===== src/rtl/uart_tx.sv =====
// UART transmitter: byte in over valid/ready, out as start/8 data/[parity]/stop frame,
// LSB first, 16 x16_BAUD cycles per bit. serial_out is always a flop output.
module uart_tx #(
   parameter int P_STOP_BITS  = 1,
   parameter int P_PARITY_EN  = 0,
   parameter int P_PARITY_ODD = 0
) (
   input  logic       x16_BAUD,
   input  logic       reset,
   input  logic [7:0] Di,
   input  logic       load,
   output logic       ready,
   output logic       serial_out,
   output logic       busy
);

   typedef enum logic [2:0] {IDLE, START, DATA, PARITY, STOP} state_t;

   localparam logic [2:0] LAST_STOP = 3'(P_STOP_BITS - 1);
   localparam logic       PAR_ODD   = (P_PARITY_ODD != 0);

   state_t     state_q, state_d;
   logic [3:0] tick_q, tick_d;
   logic [2:0] bit_q, bit_d;
   logic [7:0] sh_q, sh_d;
   logic       par_q, par_d;
   logic       so_q, so_d;
   logic       wrap, accept;

   assign wrap       = (tick_q == 4'hF);
   assign ready      = (state_q == IDLE) || (state_q == STOP && wrap && bit_q == LAST_STOP);
   assign accept     = load && ready;
   assign busy       = (state_q != IDLE);
   assign serial_out = so_q;

   always_ff @(posedge x16_BAUD or negedge reset) begin
      if (!reset) begin
         state_q <= IDLE;
         tick_q  <= '0;
         bit_q   <= '0;
         sh_q    <= '0;
         par_q   <= 1'b0;
         so_q    <= 1'b1;
      end else begin
         state_q <= state_d;
         tick_q  <= tick_d;
         bit_q   <= bit_d;
         sh_q    <= sh_d;
         par_q   <= par_d;
         so_q    <= so_d;
      end
   end

   // so_d is the line level for the state being entered, so the output flop
   // switches on the same edge as the state register.
   always_comb begin
      state_d = state_q;
      tick_d  = (state_q == IDLE) ? 4'd0 : tick_q + 4'd1;
      bit_d   = bit_q;
      sh_d    = sh_q;
      par_d   = par_q;
      so_d    = so_q;
      case (state_q)
         IDLE: begin
            so_d  = 1'b1;
            bit_d = '0;
         end
         START: begin
            if (wrap) begin
               state_d = DATA;
               bit_d   = '0;
               so_d    = sh_q[0];
            end
         end
         DATA: begin
            if (wrap) begin
               if (bit_q == 3'd7) begin
                  bit_d = '0;
                  if (P_PARITY_EN != 0) begin
                     state_d = PARITY;
                     so_d    = par_q;
                  end else begin
                     state_d = STOP;
                     so_d    = 1'b1;
                  end
               end else begin
                  bit_d = bit_q + 3'd1;
                  sh_d  = {1'b0, sh_q[7:1]};
                  so_d  = sh_q[1];
               end
            end
         end
         PARITY: begin
            if (wrap) begin
               state_d = STOP;
               bit_d   = '0;
               so_d    = 1'b1;
            end
         end
         STOP: begin
            if (wrap) begin
               so_d = 1'b1;
               if (bit_q == LAST_STOP) state_d = IDLE;
               else                    bit_d   = bit_q + 3'd1;
            end
         end
         default: begin
            state_d = IDLE;
            so_d    = 1'b1;
         end
      endcase
      // A load in the last stop cycle overrides the return to IDLE.
      if (accept) begin
         state_d = START;
         tick_d  = '0;
         bit_d   = '0;
         sh_d    = Di;
         par_d   = (^Di) ^ PAR_ODD;
         so_d    = 1'b0;
      end
   end

endmodule


===== config.mk =====
export PLATFORM = sky130hd
export DESIGN_NAME = uart_tx
export DESIGN_NICKNAME = d
export VERILOG_FILES = /design/src/rtl/uart_tx.sv
export SDC_FILE = /design/constraint.sdc
export NUM_CORES = 1
export LEC_CHECK = 0
export ABC_AREA = 1
export BUFFER_PORTS_ARGS = -buffer_cell sky130_fd_sc_hd__buf_2
export CORE_ASPECT_RATIO = 0.9
export CORE_UTILIZATION = 35
export DETAILED_ROUTE_END_ITERATION = 16
export PLACE_DENSITY = 0.59
export SYNTH_ARGS = -nofsm -noshare
export SYNTH_HDL_FRONTEND = slang
export SYNTH_SLANG_ARGS = --single-unit

===== constraint.sdc =====
create_clock -name x16_BAUD -period 1.9 [get_ports x16_BAUD]
set_input_delay 0.38 -clock x16_BAUD [delete_from_list [all_inputs] [get_ports x16_BAUD]]
set_output_delay 0.38 -clock x16_BAUD [all_outputs]
set_load 0.05 [all_outputs]

* Yosys cells after proc, flatten, opt, wreduce, memory -nomap -nowiden
Cells that the tools add are included.
** Storage, ports and cells
- Word-level logic and storage cells :: 67
- Input port bits :: 11
- Register bits :: 19
** Cells by class
- Reduce and logical (&&, ||, !) cells :: 16
- Eq/ne operators :: 17
- Mux-type cells :: 27
- Add/sub/neg operators :: 2
** Operator list (number)
- $mux 3 :: 13
- $mux 8 :: 4
- $ne 3x3->1 const B :: 6
- $pmux 3 s5 :: 1
- $pmux 3 s4 :: 1
- $mux 4 :: 2
- $reduce_and 7->1 :: 1
- $eq 3x2->1 const B :: 2
- $eq 3x3->1 const B :: 2
- $logic_not 3->1 :: 2
- $ne 3x1->1 const B :: 2
- $reduce_and 3->1 :: 2
- $mux 1 :: 5
- $reduce_and 5->1 :: 1
- $reduce_bool 5->1 :: 1
- $add 4x1->4 const B :: 1
- $eq 4x4->1 const B :: 1
- $ne 2x2->1 const B :: 2
- $reduce_bool 2->1 :: 2
- $reduce_or 2->1 :: 2
- $add 3x1->3 const B :: 1
- $eq 3x1->1 const B :: 1
- $logic_and 1x1->1 :: 3
- $ne 3x2->1 const B :: 1
- 3 further kinds :: 3

* Logic depth before layout (Yosys ltp)
- Depth in word-level cells :: 7
- Depth in mapped cells :: 11

* Worst setup path before layout
No wires, ideal clock.
- Kind :: reg-to-reg
- Start point :: register tick_q[0]
- End point :: register sh_q[3]
- Setup slack :: 0.402 ns
- Library setup time :: 0.117 ns
- Arrival :: 1.382 ns
- Buffers on the path :: 1
- Stages on the path, launching flop included :: 10
- Data required time :: 1.783 ns
- Cell sequence :: dfrtp_1 > ha_1 > nand2_2 > nor2_8 > nand3_2 > nand2_4 > nand2_4 > buf_6 > nor2_1 > nor2_1
** Between the ends
- Cells in the longest elaborated chain, start to end :: 7
- Elaborated cells between the ends (all ways) :: 10
** Ends and longest elaborated chain
- start, declared :: line 23 : logic [3:0] tick_q, tick_d;
- start signal, assigned :: line 46 : tick_q <= tick_d;
- $eq 4x4->1 (*) :: line 30 : assign wrap = (tick_q == 4'hF);
- $logic_and 1x1->1 (*) (2 in series) :: line 31 : assign ready = (state_q == IDLE) || (state_q == STOP && wrap && bit_q == LAST_STOP);
- $logic_or 1x1->1 (*) :: line 31
- net ready :: line 12 : output logic ready,
- $logic_and 1x1->1 (*) :: line 32 : assign accept = load && ready;
- $ne 2x2->1 (no source line) or $reduce_bool 2->1 (tied branches)
- $reduce_and 3->1 (no source line)
- end signal, assigned :: line 41 : sh_q <= '0;
- end signal, assigned :: line 48 : sh_q <= sh_d;
- end, declared :: line 25 : logic [7:0] sh_q, sh_d;
The timed path passes the listed nets; every way through them passes the cells marked *.
A chain may end at the register's enable or synchronous reset.

* Worst setup path in the final report
- Start point :: register bit_q[0]
- End point :: output ready
** Between the ends
- Cells in the longest elaborated chain, start to end :: 3
** Ends and longest elaborated chain
- start, declared :: line 24 : logic [2:0] bit_q, bit_d;
- start signal, assigned :: line 47 : bit_q <= bit_d;
- $logic_not 3->1 :: line 31
- $logic_and 1x1->1 :: line 31
- $logic_or 1x1->1 :: line 31
- end, declared :: line 12
No other way between the ends.

==> out/results.ini <==
[outcome]
status = complete, no violations

[setup_path]
r2r_start = bit_q[0]$_DFFE_PN0P_
cp-start-kind = flip-flop
cp_slowest_cell = dfrtp_1
crit_chain = inv_2, ha_1, inv_1, nor2_2, nand3_2, nand2_4, buf_8
worstPathMaxFanout = 4
crit_required_ps = 1520
slowest_delay_ps = 430
worstPathArrival_ps = 1460
cp-end-kind = output port
critical_path_class = flip-flop to output port
r2r_cells = 9
reg2reg_slack_ps = 170
r2r_end = sh_q[6]$_DFFE_PN0P_

[placement]
gp_congestion = 0.806
port_buffers = 13
place_hpwl_um = 1730
dpl_worst_slack_ps = 217

[timing]
fin_crit_sh_pct = 97.0
fin_skew_ps = 1.75
setup-tns-final_ps = 0
slew-limit-headroom_pct = 68.7
max_freq_mhz = 542
finalHoldViolations = 0
final_max_slew_viol_count = 0
layout_setup_ws_ps = 56.4
post-route-min-period_ps = 1840
worst_slew_pin_slew_ps = 470
setup_viol = 0

[synth]
yosysUniqueCellTypes = 24
synth_nets = 169
async_reset_ff_share_pct = 100
syn_area_per_cell_um2 = 7.73
yosys_warnings = 0
netlist_area_um2 = 1190
synth_seq_cells = 19
yosys.area.top_type = dfrtp_1
synthCells = 154
synthFlopType = dfrtp_1
ys_seq_area_share_pct = 40.1
synth.area.top_cells = dfrtp_1 38%, nand2_1 13%, nand3_1 8.8%
yosys.area.top_type_share_pct = 37.9
synth_edf_count = 0

[detailed_routing]
ant_nets = 0
vias = 1017
vias_per_cell = 4.75
wl_um = 2410
route.detailed.drc = 0
drt_pre_antenna_iters = 4
post_drt_wl_per_cell_um = 11.2
initialDrtViolationCount = 39

[cells_and_area]
final_cell_mix = 41 x nand2_1, 21 x nand3_1, 20 x nor2_1
fin_util_pct = 43.5
fillers = 344
nNetsFinal = 188
drive_gt1_share_pct = 24.4
final-seq-area_um2 = 477
antenna_cells = 0
multi_input_area_um2 = 617
layout_commonest_cell = nand2_1
syn_to_final_growth_pct = 14.7

[global_routing]
grt_overflow = 0
grt_pass1_wl_um = 4280
grt_max_degree = 23
grt_usage_pct = 15.1
grt_pass1_vias = 1022
grt_antenna_before_repair = 0

[power_and_ir_drop]
swShare_pct = 47.0
p_leak_nw = 0.746
clock_power_share_pct = 14.3
pwr-share-seq_pct = 34.4
p_switching_uw = 967
p_int_mw = 1.09
total_power_mw = 2.06
combPwrFrac_pct = 51.3
power.density_nw_per_um2 = 1510
ir_worst_vdd_v = 0.000682

[clock_tree]
cts.sinks = 19
cts_buffer_depth = 2
cts_root_buf = clkbuf_8
h-tree-depth = 1
hold_buffers = 0
clk_pin_slew_worst_paths_ps = 80
clock_latency_ps = 260
numCtsBuffers = 3
cts_tree = done

[die]
ios = 14
fp.dieW_um = 63.5
num_rows = 19
start_util_pct = 37.9
die_y_um = 57.3
dieArea_um2 = 3640
core_area_um2 = 3140

[min_path]
hold_class = primary input to asynchronous set/reset pin

[job]
maxCapViolCount = 0

-- sequential cells by signal (all words and copies together) (netlist names) --
name,cells
state_q,3
sh_q,8
serial_out,1
bit_q,3
tick_q,4
-- power by group through the flow --
| stage | Sequential (mW) | Clock (mW) | Combinational, mW |
|---|---|---|---|
| 2_1_floorplan | 0.715 | 0 | 0.798 |
| 3_3_place_gp | 0.708 | 0 | 0.946 |
| 3_5_place_dp | 0.712 | 0 | 0.974 |
| 4_1_cts | 0.706 | 0.301 | 0.995 |
| 5_1_grt | 0.731 | 0.313 | 1.20 |
| 6_report | 0.707 | 0.295 | 1.05 |
-- cells by family after synthesis --
| logic type | count (synthesis) | synth area share, % |
|---|---|---|
| AND/OR/NAND/NOR | 104 | 43.7 |
| buffers and inverters | 20 | 8.52 |
| AO/OA/AOI/OAI | 6 | 2.73 |
| flip-flops | 19 | 40.1 |
| XOR/XNOR | 1 | 0.736 |
| adder cells (fa/ha/maj) | 4 | 4.21 |
-- worst max-delay path by stage --
stage	from	endpoint	cells after the start
2_1_floorplan	tick_q[0]$_DFF_PN0_	sh_q[3]$_DFFE_PN0P_	9
4_1_cts	bit_q[0]$_DFFE_PN0P_	ready	7
6_report	bit_q[0]$_DFFE_PN0P_	ready	7
3_5_place_dp	bit_q[0]$_DFFE_PN0P_	ready	7
3_3_place_gp	tick_q[0]$_DFF_PN0_	ready	6
5_1_grt	bit_q[0]$_DFFE_PN0P_	ready	7
-- synthesized netlist by cell type, types with 2 or more instances --
| master | number |
|---|---|
| buf_6 | 3 |
| dfrtp_1 | 18 |
| ha_1 | 4 |
| inv_1 | 12 |
| inv_2 | 3 |
| nand2_1 | 41 |
| nand2_2 | 3 |
| nand2_4 | 3 |
| nand3_1 | 21 |
| nand3_2 | 4 |
| nand4_1 | 4 |
| nor2_1 | 21 |
| nor2_4 | 2 |
| nor3_1 | 3 |
| o21ai_0 | 3 |
-- metrics by stage --
stage | area, um^2 | hold WS [ps] | std cells
global placement | 1270 | 346 | 206
detailed placement | 1270 | 358 | 206
global route | 1370 | 82.3 | 214
floorplan | 1190 | 84.4 | 154
CTS | 1330 | 70.3 | 210
finish | 1370 | 60.3 | 214
-- worst max-delay path, delay by kind of cell (launching register included) --
family	cells	cell delay (ps)
buffers and inverters	3	270
DFF	1	430
and+or+nand+nor	3	370
adders and majority gates	1	130
-- repair_timing --
action,in CTS,in global routing
setup endpoints to repair,1,1
pin swaps,0,2
buffers inserted,0,4
resized for setup,2,4
-- area by class of cell --
| type | count | share of cell area [%] |
|---|---|---|
| inverter | 16 | 4.40 |
| sequential | 19 | 34.9 |
| clock buffer | 3 | 3.02 |
| tap | 42 | 3.85 |
| clock inverter | 1 | 0.367 |
| multi-input combinational | 115 | 45.2 |
| timing repair buffer | 18 | 8.25 |
-- layer usage --
layer	GRT usage (%)	wire length (um)	vias up
met3	4.80	102	2
met1	19.1	1150	468
met5	0	0	-
met4	3.57	13	0
met2	25.2	1140	20
li1	-	-	527
(Power assumes the default switching activity.)
